[config.mk]
export PLATFORM = sky130hd
export DESIGN_NAME = stopwatch_ctrl_flat
export DESIGN_NICKNAME = d
export VERILOG_FILES = /design/src/rtl/stopwatch_pkg.sv /design/src/rtl/stopwatch_ctrl_if.sv /design/src/rtl/btn_debounce.sv /design/src/rtl/stopwatch_ctrl.sv /design/src/flat_wrapper.sv
export SDC_FILE = /design/constraint.sdc
export NUM_CORES = 1
export LEC_CHECK = 0
export CELL_PAD_IN_SITES_DETAIL_PLACEMENT = 0
export CELL_PAD_IN_SITES_GLOBAL_PLACEMENT = 1
export CORE_AREA = 2 2 81 102
export CTS_CLUSTER_DIAMETER = 100
export DETAILED_ROUTE_END_ITERATION = 7
export DIE_AREA = 0 0 83 104
export PLACE_DENSITY_LB_ADDON = 0.1
export SYNTH_ARGS = -nofsm -noshare
export SYNTH_HDL_FRONTEND = slang
export SYNTH_HIERARCHICAL = 1
export SYNTH_SLANG_ARGS = --single-unit
[constraint.sdc]
create_clock -name clock -period 4.3 [get_ports clock]
set_input_delay 0.86 -clock clock [delete_from_list [all_inputs] [get_ports clock]]
set_output_delay 0.86 -clock clock [all_outputs]
set_load 0.01 [all_outputs]
[src/rtl/stopwatch_pkg.sv]
// Shared types and default timing constants for the stopwatch front-end.
// Defaults assume a 50 MHz clock, 20 ms debounce and 100 Hz count tick.
package stopwatch_pkg;

  typedef enum logic [1:0] {
    IDLE  = 2'd0,
    RUN   = 2'd1,
    PAUSE = 2'd2
  } state_e;

  localparam int CLK_HZ  = 50_000_000;
  localparam int DEB_MS  = 20;
  localparam int TICK_HZ = 100;

  localparam int DEF_DIV        = CLK_HZ / TICK_HZ;
  localparam int DEF_DEB_CYCLES = (CLK_HZ / 1000) * DEB_MS;

  // Counter width that can hold 0..n-1, never narrower than one bit.
  function automatic int cnt_width(input int n);
    return (n > 1) ? $clog2(n) : 1;
  endfunction

endpackage

[src/rtl/stopwatch_ctrl_if.sv]
// Button inputs and counter-control outputs of the stopwatch front-end.
// The controller uses the slave view; whatever drives the buttons uses master.
interface stopwatch_ctrl_if;
  logic btn_start;
  logic btn_clear;
  logic tick;
  logic stop;
  logic clear;
  logic running;

  modport master (output btn_start, btn_clear, input tick, stop, clear, running);
  modport slave  (input btn_start, btn_clear, output tick, stop, clear, running);
endinterface

[src/rtl/btn_debounce.sv]
// Two-flop synchroniser, mismatch-count debouncer and rising-edge detector.
// press is a single-cycle pulse one cycle after the debounced level rises.
module btn_debounce
  import stopwatch_pkg::*;
#(
  parameter int DEB_CYCLES = DEF_DEB_CYCLES
) (
  input  logic clock,
  input  logic reset_n,
  input  logic raw,
  output logic press
);

  localparam int CW = cnt_width(DEB_CYCLES);

  logic          sync1_q, sync1_d;
  logic          sync2_q, sync2_d;
  logic [CW-1:0] cnt_q, cnt_d;
  logic          stable_q, stable_d;
  logic          stable_dly_q, stable_dly_d;
  logic          press_q, press_d;

  // NOTE: every signal gets a default at the top of always_comb, so no path leaves one unassigned and no latch is inferred.
  always_comb begin
    sync1_d      = raw;
    sync2_d      = sync1_q;
    cnt_d        = '0;
    stable_d     = stable_q;
    stable_dly_d = stable_q;
    press_d      = stable_q & ~stable_dly_q;
    if (sync2_q != stable_q) begin
      if (cnt_q == CW'(DEB_CYCLES - 1)) stable_d = sync2_q;
      else                              cnt_d    = cnt_q + 1'b1;
    end
  end

  // NOTE: state is updated with <= so every flop samples the pre-edge values regardless of statement order.
  always_ff @(posedge clock) begin
    if (!reset_n) begin
      sync1_q      <= 1'b0;
      sync2_q      <= 1'b0;
      cnt_q        <= '0;
      stable_q     <= 1'b0;
      stable_dly_q <= 1'b0;
      press_q      <= 1'b0;
    end else begin
      sync1_q      <= sync1_d;
      sync2_q      <= sync2_d;
      cnt_q        <= cnt_d;
      stable_q     <= stable_d;
      stable_dly_q <= stable_dly_d;
      press_q      <= press_d;
    end
  end

  assign press = press_q;

endmodule

[src/rtl/stopwatch_ctrl.sv]
// Run/pause/idle controller with debounced buttons and a divided count tick
// that feeds the BCD stopwatch counter; all outputs come straight from flops.
module stopwatch_ctrl
  import stopwatch_pkg::*;
#(
  parameter int DIV        = DEF_DIV,
  parameter int DEB_CYCLES = DEF_DEB_CYCLES
) (
  input  logic             clock,
  input  logic             reset_n,
  stopwatch_ctrl_if.slave  sw
);

  localparam int PW = cnt_width(DIV);

  state_e        state_q, state_d;
  logic [PW-1:0] pre_q, pre_d;
  logic          tick_q, tick_d;
  logic          stop_q, stop_d;
  logic          clear_q, clear_d;
  logic          running_q, running_d;
  logic          start_press, clear_press;
  logic          advance;

  btn_debounce #(.DEB_CYCLES(DEB_CYCLES)) u_deb_start (
    .clock(clock), .reset_n(reset_n), .raw(sw.btn_start), .press(start_press)
  );

  btn_debounce #(.DEB_CYCLES(DEB_CYCLES)) u_deb_clear (
    .clock(clock), .reset_n(reset_n), .raw(sw.btn_clear), .press(clear_press)
  );

  always_comb begin
    state_d = state_q;
    clear_d = 1'b0;
    unique case (state_q)
      IDLE: begin
        if (clear_press)      clear_d = 1'b1;
        else if (start_press) state_d = RUN;
      end
      // Start has priority in RUN; clear is not honoured while counting.
      RUN: begin
        if (start_press) state_d = PAUSE;
      end
      PAUSE: begin
        if (clear_press) begin
          state_d = IDLE;
          clear_d = 1'b1;
        end else if (start_press) begin
          state_d = RUN;
        end
      end
      default: state_d = IDLE;
    endcase
  end

  // The prescaler only advances on edges that stay in RUN, so pausing freezes
  // the partial period and no tick can coincide with stop going high.
  always_comb begin
    advance   = (state_q == RUN) && (state_d == RUN);
    pre_d     = pre_q;
    tick_d    = 1'b0;
    running_d = (state_d == RUN);
    stop_d    = (state_d != RUN);
    if (state_d == IDLE) begin
      pre_d = '0;
    end else if (advance) begin
      if (pre_q == PW'(DIV - 1)) begin
        pre_d  = '0;
        tick_d = 1'b1;
      end else begin
        pre_d = pre_q + 1'b1;
      end
    end
  end

  always_ff @(posedge clock) begin
    if (!reset_n) begin
      state_q   <= IDLE;
      pre_q     <= '0;
      tick_q    <= 1'b0;
      stop_q    <= 1'b1;
      clear_q   <= 1'b0;
      running_q <= 1'b0;
    end else begin
      state_q   <= state_d;
      pre_q     <= pre_d;
      tick_q    <= tick_d;
      stop_q    <= stop_d;
      clear_q   <= clear_d;
      running_q <= running_d;
    end
  end

  assign sw.tick    = tick_q;
  assign sw.stop    = stop_q;
  assign sw.clear   = clear_q;
  assign sw.running = running_q;

endmodule

[src/flat_wrapper.sv]
// flat-port wrapper written by rule: the top's interface ports become plain ports
module stopwatch_ctrl_flat import stopwatch_pkg::*;
#(
  parameter int DIV        = DEF_DIV,
  parameter int DEB_CYCLES = DEF_DEB_CYCLES
)
  (clock, reset_n, sw_btn_start, sw_btn_clear, sw_tick, sw_stop, sw_clear, sw_running);
  stopwatch_ctrl_if sw_i ();
  input  logic clock;
  input  logic reset_n;
  input wire logic [$bits(sw_i.btn_start)-1:0] sw_btn_start;
  input wire logic [$bits(sw_i.btn_clear)-1:0] sw_btn_clear;
  output wire logic [$bits(sw_i.tick)-1:0] sw_tick;
  output wire logic [$bits(sw_i.stop)-1:0] sw_stop;
  output wire logic [$bits(sw_i.clear)-1:0] sw_clear;
  output wire logic [$bits(sw_i.running)-1:0] sw_running;
  assign sw_i.btn_start = sw_btn_start;
  assign sw_i.btn_clear = sw_btn_clear;
  assign sw_tick = sw_i.tick;
  assign sw_stop = sw_i.stop;
  assign sw_clear = sw_i.clear;
  assign sw_running = sw_i.running;
  stopwatch_ctrl #(.DIV(DIV), .DEB_CYCLES(DEB_CYCLES)) u_core (.clock(clock), .reset_n(reset_n), .sw(sw_i));
endmodule
* After elaboration in Yosys (flattened, before gate mapping)
Index checks and enable logic that the tools add are counted.
Operators by class: equality and inequality tests 9, multiply operators 0, bitwise logic cells 8, div/mod/pow operators 0, order comparisons 0, $add $sub $neg 3, reductions and logical operators 11, shift operators 0, muxes and demuxes 8
Operators by type and width (count):
- adder 20 x 1 -> 20 bit, second input constant | 2
- == test 20 bit, second input constant | 2
- adder 19 x 1 -> 19 bit, second input constant | 1
- == test 19 bit, second input constant | 1
- two-way mux 19 bit | 1
- OR reduction 3 bit | 3
- two-way mux 2 bit | 4
- NOT 1 bit | 6
- one-hot mux 2 bit (3 select lines) | 1
- AND reduction 2 bit | 3
- == test 2 x 1 -> 1 bit, second input constant | 2
- zero test 2 bit | 2
- OR reduction 2 bit | 2
- bitwise AND 1 bit | 2
- == test 2 bit, second input constant | 1
- two-way mux 1 bit | 2
- inequality test 1 bit | 2
- inequality test 2 x 1 -> 1 bit, second input constant | 1
- logical AND 1 bit | 1
Storage, ports and cells: word-level logic and storage cells 57, memory bits (read-only) 0, register bits 75, memories kept 0, memory bits (writable) 0, bits in latches 0

* Longest topological paths before layout
Gate-level depths: netlist of the first run.
depth after elaboration 7, gate-level depth with buffers 7

* By module
The synthesis of the first run kept the hierarchy.
Modules (own cells, without submodules):
- btn_debounce | area an instance 1096.1 um^2, cells each 115, instances 2
- stopwatch_ctrl | area an instance 1177.4 um^2, cells each 128, instances 1

* Worst setup path before layout of the first run
OpenSTA, ideal clock, no wires.
path kind reg2reg, start point register u_core.pre_q[2], end point register u_core.pre_q[17], arrival time 1.756 ns, clock period less this slack 1.823 ns, setup time 0.068 ns, slack 2.477 ns, stages on the path, launching flop included 6, path through dfxtp_1 nand4_4 or4_1 buf_2 or4_4 a21oi_2
Between the ends: word-level cells in the longest chain between the ends 2, elaborated cells on any way between the ends 3
Ends and longest elaborated chain:
- start: declaration | line stopwatch_ctrl.sv:17 | logic [PW-1:0] pre_q, pre_d;
- start signal: assignment | line stopwatch_ctrl.sv:87 | pre_q <= pre_d;
- adder 19 x 1 -> 19 bit / == test 19 bit (equally long branches) | line stopwatch_ctrl.sv:72, stopwatch_ctrl.sv:68
- two-way mux 19 bit * | line stopwatch_ctrl.sv:68 | if (pre_q == PW'(DIV - 1)) begin
Mark *: on every way between the ends. The rest lies on a longest branch, timed or not. A chain may end at the register's enable or synchronous reset.

* Worst setup path in the final report of the first run
start point register u_core.state_q[0], end point register u_core.pre_q[0]
Between the ends: word-level cells in the longest chain between the ends 5, elaborated cells on any way between the ends 12
Ends and longest elaborated chain:
- start: declaration | line stopwatch_ctrl.sv:16 | state_e state_q, state_d;
- start signal: assignment | line stopwatch_ctrl.sv:86 | state_q <= state_d;
- two-way mux 2 bit | line stopwatch_ctrl.sv:39, stopwatch_ctrl.sv:49
- two-way mux 2 bit (on tied branches) | line stopwatch_ctrl.sv:46, stopwatch_ctrl.sv:38
- one-hot mux 2 bit (3 select lines) | line stopwatch_ctrl.sv:36 | unique case (state_q)
- == test 2 x 1 -> 1 bit / zero test 2 bit (equally long branches) | line stopwatch_ctrl.sv:60, stopwatch_ctrl.sv:65
- logical AND 1 bit / OR reduction 2 bit (equally long branches)
Parallel ways exist; a longest one is shown, timed or not.

==> reports/metrics.cfg, run 1 <==
[setup_path]
cp_max_fo = 18
reg2reg_from = u_core/state_q[0]
critPathMaxStageDelay_ns = 0.79
cp-end-kind = flop
critPathLaunchType = flop
crit_arrival_ns = 2.47
crit_chain = nor3b_4 > nand4_1 > o311ai_4 > nor2_1
worst-path-buf-inv = 0
regToRegEndpoint = u_core/pre_q[0]
slowest_stage = o311ai_4
crit_type = reg2reg
reg2regPathDepth = 4
rrSetupSlack_ns = 2.04
cp.required_ns = 4.51
critPathTopFamily = simple AND/OR/NAND/NOR gates

[place]
hpwlAfterDp_um = 4620
port-buffer-count = 7
preCtsSetupSlack_ns = 1.76
gp_congestion = 0.779

[sta]
hold_viol = 0
setup_ws_ns = 2.04
max_freq_mhz = 442
finalMaxSlewViolations = 0
fin_crit_ns = 2.26
tightest_slew_ns = 0.799
finalCritPeriodShare_pct = 52.6
final.setup.tns_ns = 0
relSlewSlack_pct = 46.6
rsz0062_at_grt = no
setup-violations-final = 0
finClkSkew_ns = 0.00723

[clocking]
cts_tree = yes
cts_buffer_depth = 2
cts_setup_buffers = 0
hold_buffers = 0
clk_latency_ns = 0.36
h-tree-depth = 3
cts_root_buf = clkbuf_8
clk_pin_slew_ns = 0.08
clock-sinks = 75
cts_resized = 0
cts_made_buffers = 9

[outcome]
outcome = finished, final reports clean

[yosys]
synth_top_cell_area_share_pct = 44.6
synth_fp_nets = 365
synth_cell_types = 45
synth_ff_type = dfxtp_1
syn_avg_cell_area_um2 = 9.41
netlist_area_um2 = 3370
ys_ff_latch = 75
ys_warn_count = 6
synth_top_cells_by_area = dfxtp_1 45%, xor2_1 5.5%, nor2_1 4.5%, xnor2_1 3.9%, a21oi_1 2.8%
synthArstFlopShare_pct = 0
syn_inst = 358
synth-edff-count = 0
synth_top_area_cell = dfxtp_1
ys_seq_area_share_pct = 44.6

[floorplanning]
start_util_pct = 43.7
die_h_um = 104
core-area_um2 = 7700
die_w_um = 83
pin_count = 8
die_area_um2 = 8630
row_count = 36

[grt]
grt_max_degree = 20
first_global_vias = 2328
antenna_found_initial = 0
grt_use_total_pct = 16.0
overflow = 0
grt_pass1_wl_um = 11100

[job]
maxCapViolCount = 0

[hold_path]
min_from = u_core/u_deb_start/stable_dly_q
hp-class = reg2reg
hold_end = u_core/u_deb_start/press
holdPathStages = 1

[power_and_ir_drop]
vdd_ir_drop_max_v = 0.000263
leakage_nw = 1.18
p_per_area_nw_per_um2 = 352

[drt]
drt-initial-drc-count = 90
vias_per_cell = 5.43
wl_um = 6700
firstDrtPassIters = 4
drcViolationCount = 0
vias = 2523
wl_per_cell_um = 14.4
antenna_left = 0

[finish]
fillers = 766
layout.nets = 372
syn2layout_area_growth_pct = 9.73
drive_gt1_share_pct = 10.5
n_antenna_cell = 0

[sequential cells by signal (all words and copies together), names as in the netlist, 2 cells and up]
signal / count
u_core/u_deb_clear/cnt_q: 20
u_core/u_deb_start/cnt_q: 20
u_core/pre_q: 19
u_core/state_q: 2
[routing by layer]
| metal | track usage [%] | part of all wire [%] |
|---|---|---|
| met5 | 0 | 0 |
| met3 | 3.73 | 2.4 |
| met2 | 27.2 | 50 |
| met1 | 18.3 | 45 |
| met4 | 8.78 | 2.5 |
[how the worst max path moves through the flow]
stage | endpoint | start | depth (start not counted)
global route | u_core/pre_q[14] | u_core/state_q[0] | 4
finish | u_core/pre_q[0] | u_core/state_q[0] | 4
CTS | u_core/pre_q[14] | u_core/state_q[0] | 4
global placement | u_core/sw.tick | reset_n | 3
detailed placement | u_core/sw.tick | reset_n | 3
floorplan | u_core/pre_q[17] | u_core/pre_q[2] | 5
[power breakdown]
part / internal, mW / total (mW) / switching [mW]
combinational: 0.00475 / 0.0128 / 0.00805
sequential: 0.696 / 0.697 / 0.00100
clock: 0.325 / 0.593 / 0.268
[cell families after synthesis]
group	Yosys count	share of synthesized area [%]
and+or+nand+nor	171	30.8
DFF	75	44.6
AOI/OAI and AO/OA	50	10.2
xor gates and xnor gates	36	9.36
buffers and inverters	21	3.42
adders and majority gates	3	1.11
muxes	2	0.594
[worst register-to-register path, stage by stage, from the launching register on]
cell and delay [ns]:
dfxtp_1 0.49, nor3b_4 0.45, nand4_1 0.28, o311ai_4 0.79, nor2_1 0.12
[through the flow]
| stage | cells | utilization, % | power, mW | area [um^2] | hold slack [ns] |
|---|---|---|---|---|---|
| 5_1_grt | 465 | 48.0 | 1.35 | 3700 | 0.412 |
| 2_1_floorplan | 358 | - | 0.720 | 3370 | 0.367 |
| 3_5_place_dp | 449 | 45.2 | 0.727 | 3480 | 0.380 |
| 6_report | 465 | 48.0 | 1.30 | 3700 | 0.390 |
| 4_1_cts | 465 | 48.0 | 1.33 | 3700 | 0.391 |
| 3_3_place_gp | 449 | 45.2 | 0.726 | 3480 | 0.369 |
[placed cells by master (no fill, tap or decap), types with 3 or more instances in the layout]
cell / count
o21a_1: 4
clkdlybuf4s50_1: 7
nand3_1: 19
or3_1: 10
and3_1: 8
nor2b_1: 5
xnor2_1: 15
nand4_4: 3
clkinv_2: 3
ha_1: 3
nand2_1: 19
nor4_1: 5
and2_1: 9
or4_1: 6
nor2_1: 40
xor2_1: 21
clkbuf_8: 9
nor4b_1: 5
a21oi_2: 3
dfxtp_1: 75
a21oi_1: 19
o31ai_1: 6
nand4_1: 14
inv_1: 10
o21ai_0: 14
nor3_1: 4
[Yosys cell counts, types with 3 or more instances]
cell and count:
or3_1 10, nand3_1 19, o31ai_1 6, nand2_1 19, nor4b_1 5, and3_1 8, buf_2 5, dfxtp_1 75
o21ai_0 14, ha_1 3, nand4_4 3, and2_1 9, xnor2_1 15, nor3_1 4, nand4_1 14, inv_1 10
xor2_1 21, a21oi_2 3, nor2_1 40, nor2b_1 5, nor4_1 5, o21a_1 4, a21oi_1 19, or4_1 6
buf_6 3
[layout make-up]
| type | instances | area [um^2] | share of cell area, % |
|---|---|---|---|
| multi-input combinational | 262 | 1750 | 47.4 |
| inverter | 10 | 37.5 | 1.02 |
| clock inverter | 7 | 92.6 | 2.50 |
| clock buffer | 9 | 124 | 3.35 |
| sequential | 75 | 1500 | 40.6 |
| tap | 95 | 119 | 3.21 |
| timing repair buffer | 7 | 70.1 | 1.90 |
(Power assumes the default switching activity.)
==> inputs of run 2 (changes only) <==
--- a/config.mk
+++ b/config.mk
@@ -7,10 +7,10 @@
 export LEC_CHECK = 0
 export CELL_PAD_IN_SITES_DETAIL_PLACEMENT = 0
 export CELL_PAD_IN_SITES_GLOBAL_PLACEMENT = 1
-export CORE_AREA = 2 2 81 102
+export CORE_AREA = 2 2 83 104
 export CTS_CLUSTER_DIAMETER = 100
 export DETAILED_ROUTE_END_ITERATION = 7
-export DIE_AREA = 0 0 83 104
+export DIE_AREA = 0 0 85 106
 export PLACE_DENSITY_LB_ADDON = 0.1
 export SYNTH_ARGS = -nofsm -noshare
 export SYNTH_HDL_FRONTEND = slang
==> constraint.sdc (replaced) <==
create_clock -name clock -period 1.8 [get_ports clock]
set_input_delay 0.36 -clock clock [delete_from_list [all_inputs] [get_ports clock]]
set_output_delay 0.36 -clock clock [all_outputs]
set_load 0.01 [all_outputs]
==> reports/metrics.cfg, run 2 (same netlist as run 1, synthesis figures left out) <==
[place]
post-place-cells = 488
hpwlAfterDp_um = 4820
port-buffer-count = 7
gp_congestion = 0.782

[finish]
n_antenna_cell = 0
final_cell_mix = 71 x dfxtp_1, 40 x nor2_1, 36 x buf_4, 21 x xor2_1
multi_input_area_um2 = 1770
final_common_cell = dfxtp_1
final_util_pct = 50.1
drive_gt1_share_pct = 21.4
syn2layout_area_growth_pct = 20.5
regArea_um2 = 1510
layout.cells.non_filler = 508
reg_top3 = u_core/u_deb_clear/cnt_q (20), u_core/u_deb_start/cnt_q (20), u_core/pre_q (19)
layout.nets = 413
fillers = 755

[power_and_ir_drop]
p_int_mw = 2.36
p_sw_share_pct = 21.9
vdd_ir_drop_max_v = 0.000390
seq_power_share_pct = 55.1
combPwrFrac_pct = 1.4
power.total_mw = 3.02
p_per_area_nw_per_um2 = 745
leakage_nw = 1.41
p_clk_share_pct = 43.6
switching_power_uw = 663

[sta]
relSlewSlack_pct = 76.6
final.setup.tns_ns = 0
tightest_slew_ns = 0.342
rsz0062_at_grt = no
finClkSkew_ns = 0.0104
holdWs_ns = 0.388
finalMaxSlewViolations = 0
fin_crit_ns = 1.71
finalCritPeriodShare_pct = 95.0
hold_viol = 0
setup-violations-final = 0
max_freq_mhz = 585

[grt]
grt_max_degree = 20
grt_pass1_wl_um = 12200
overflow = 0
grt_use_total_pct = 16.7
first_global_vias = 2643
antenna_found_initial = 0

[clocking]
clk_latency_ns = 0.35
cts_buffer_depth = 2
h-tree-depth = 3
hold_buffers = 0
cts_root_buf = clkbuf_8
cts_tree = yes
clock-sinks = 75
cts_made_buffers = 9
clk_pin_slew_ns = 0.08

[drt]
firstDrtPassIters = 4
drt-initial-drc-count = 91
wl_per_cell_um = 13.3
vias = 2703
wl_um = 6740
drcViolationCount = 0
vias_per_cell = 5.32
antenna_left = 0

[setup_path]
rrSetupSlack_ns = 0.09
cp_max_fo = 8
critPathLaunchType = flop
cp-end-kind = flop
crit_type = reg2reg
crit_arrival_ns = 2.00
cp.required_ns = 2.09

[floorplanning]
pin_count = 8
die_area_um2 = 9010
die_h_um = 106
core-area_um2 = 8100
start_util_pct = 41.6
row_count = 37
die_w_um = 85

[job]
maxCapViolCount = 0

[hold_path]
hp-class = reg2reg

[outcome]
outcome = finished, final reports clean

[run 2: path summary, 6_finish.rpt]
check	startpoint	to	depth (start not counted)
setup / recovery	u_core/pre_q[12]	u_core/pre_q[17]	4
hold / removal	u_core/u_deb_clear/stable_dly_q	u_core/u_deb_clear/press	1
setup reg to reg	u_core/pre_q[12]	u_core/pre_q[17]	4
hold reg to reg	u_core/u_deb_clear/stable_dly_q	u_core/u_deb_clear/press	1
[run 2: what timing repair did]
| action | in CTS | in global routing |
|---|---|---|
| setup endpoints to repair | 0 | 56 |
| buffers inserted | 0 | 4 |
| gates resized for setup | 0 | 7 |
| hold endpoints to repair | 0 | 0 |
[run 2: power by group through the flow]
stage | combinational [mW] | clock [mW] | sequential (mW)
3_5_place_dp | 0.0417 | 0 | 1.70
5_1_grt | 0.0456 | 1.44 | 1.67
2_1_floorplan | 0.0165 | 0 | 1.70
6_report | 0.0412 | 1.32 | 1.67
3_3_place_gp | 0.0417 | 0 | 1.70
4_1_cts | 0.0420 | 1.36 | 1.67
[run 2: metal layers]
layer  wire length (um)  up-vias  track usage [%]
met3                173       16             3.65
met1               3290     1280             21.7
met5                  0        -                0
met4                202        0             8.96
li1                   -     1374                -
met2               3070       33             25.6
[run 2: through the flow]
stage / instance area [um^2] / setup WS, ns
floorplan: 3370 / -0.00206
global placement: 3800 / 0.0269
detailed placement: 3800 / 0.00846
CTS: 4010 / 0.00163
global route: 4060 / 0.0163
finish: 4060 / 0.0909
[run 2: worst max-delay path, stage by stage, from the launching register on]
cell and delay (ns):
dfxtp_1 0.39, nand4_1 0.14, or4_4 0.55, or4_4 0.43, a21oi_2 0.13
[run 2: final cells by class]
class	count	share of cell area, %
clock buffers	10	3.39
clock inverters	6	1.60
inverters	10	0.925
multi-input cells	262	43.6
flip-flops and latches	75	37.1
well taps	97	2.99
repair buffers	48	10.4
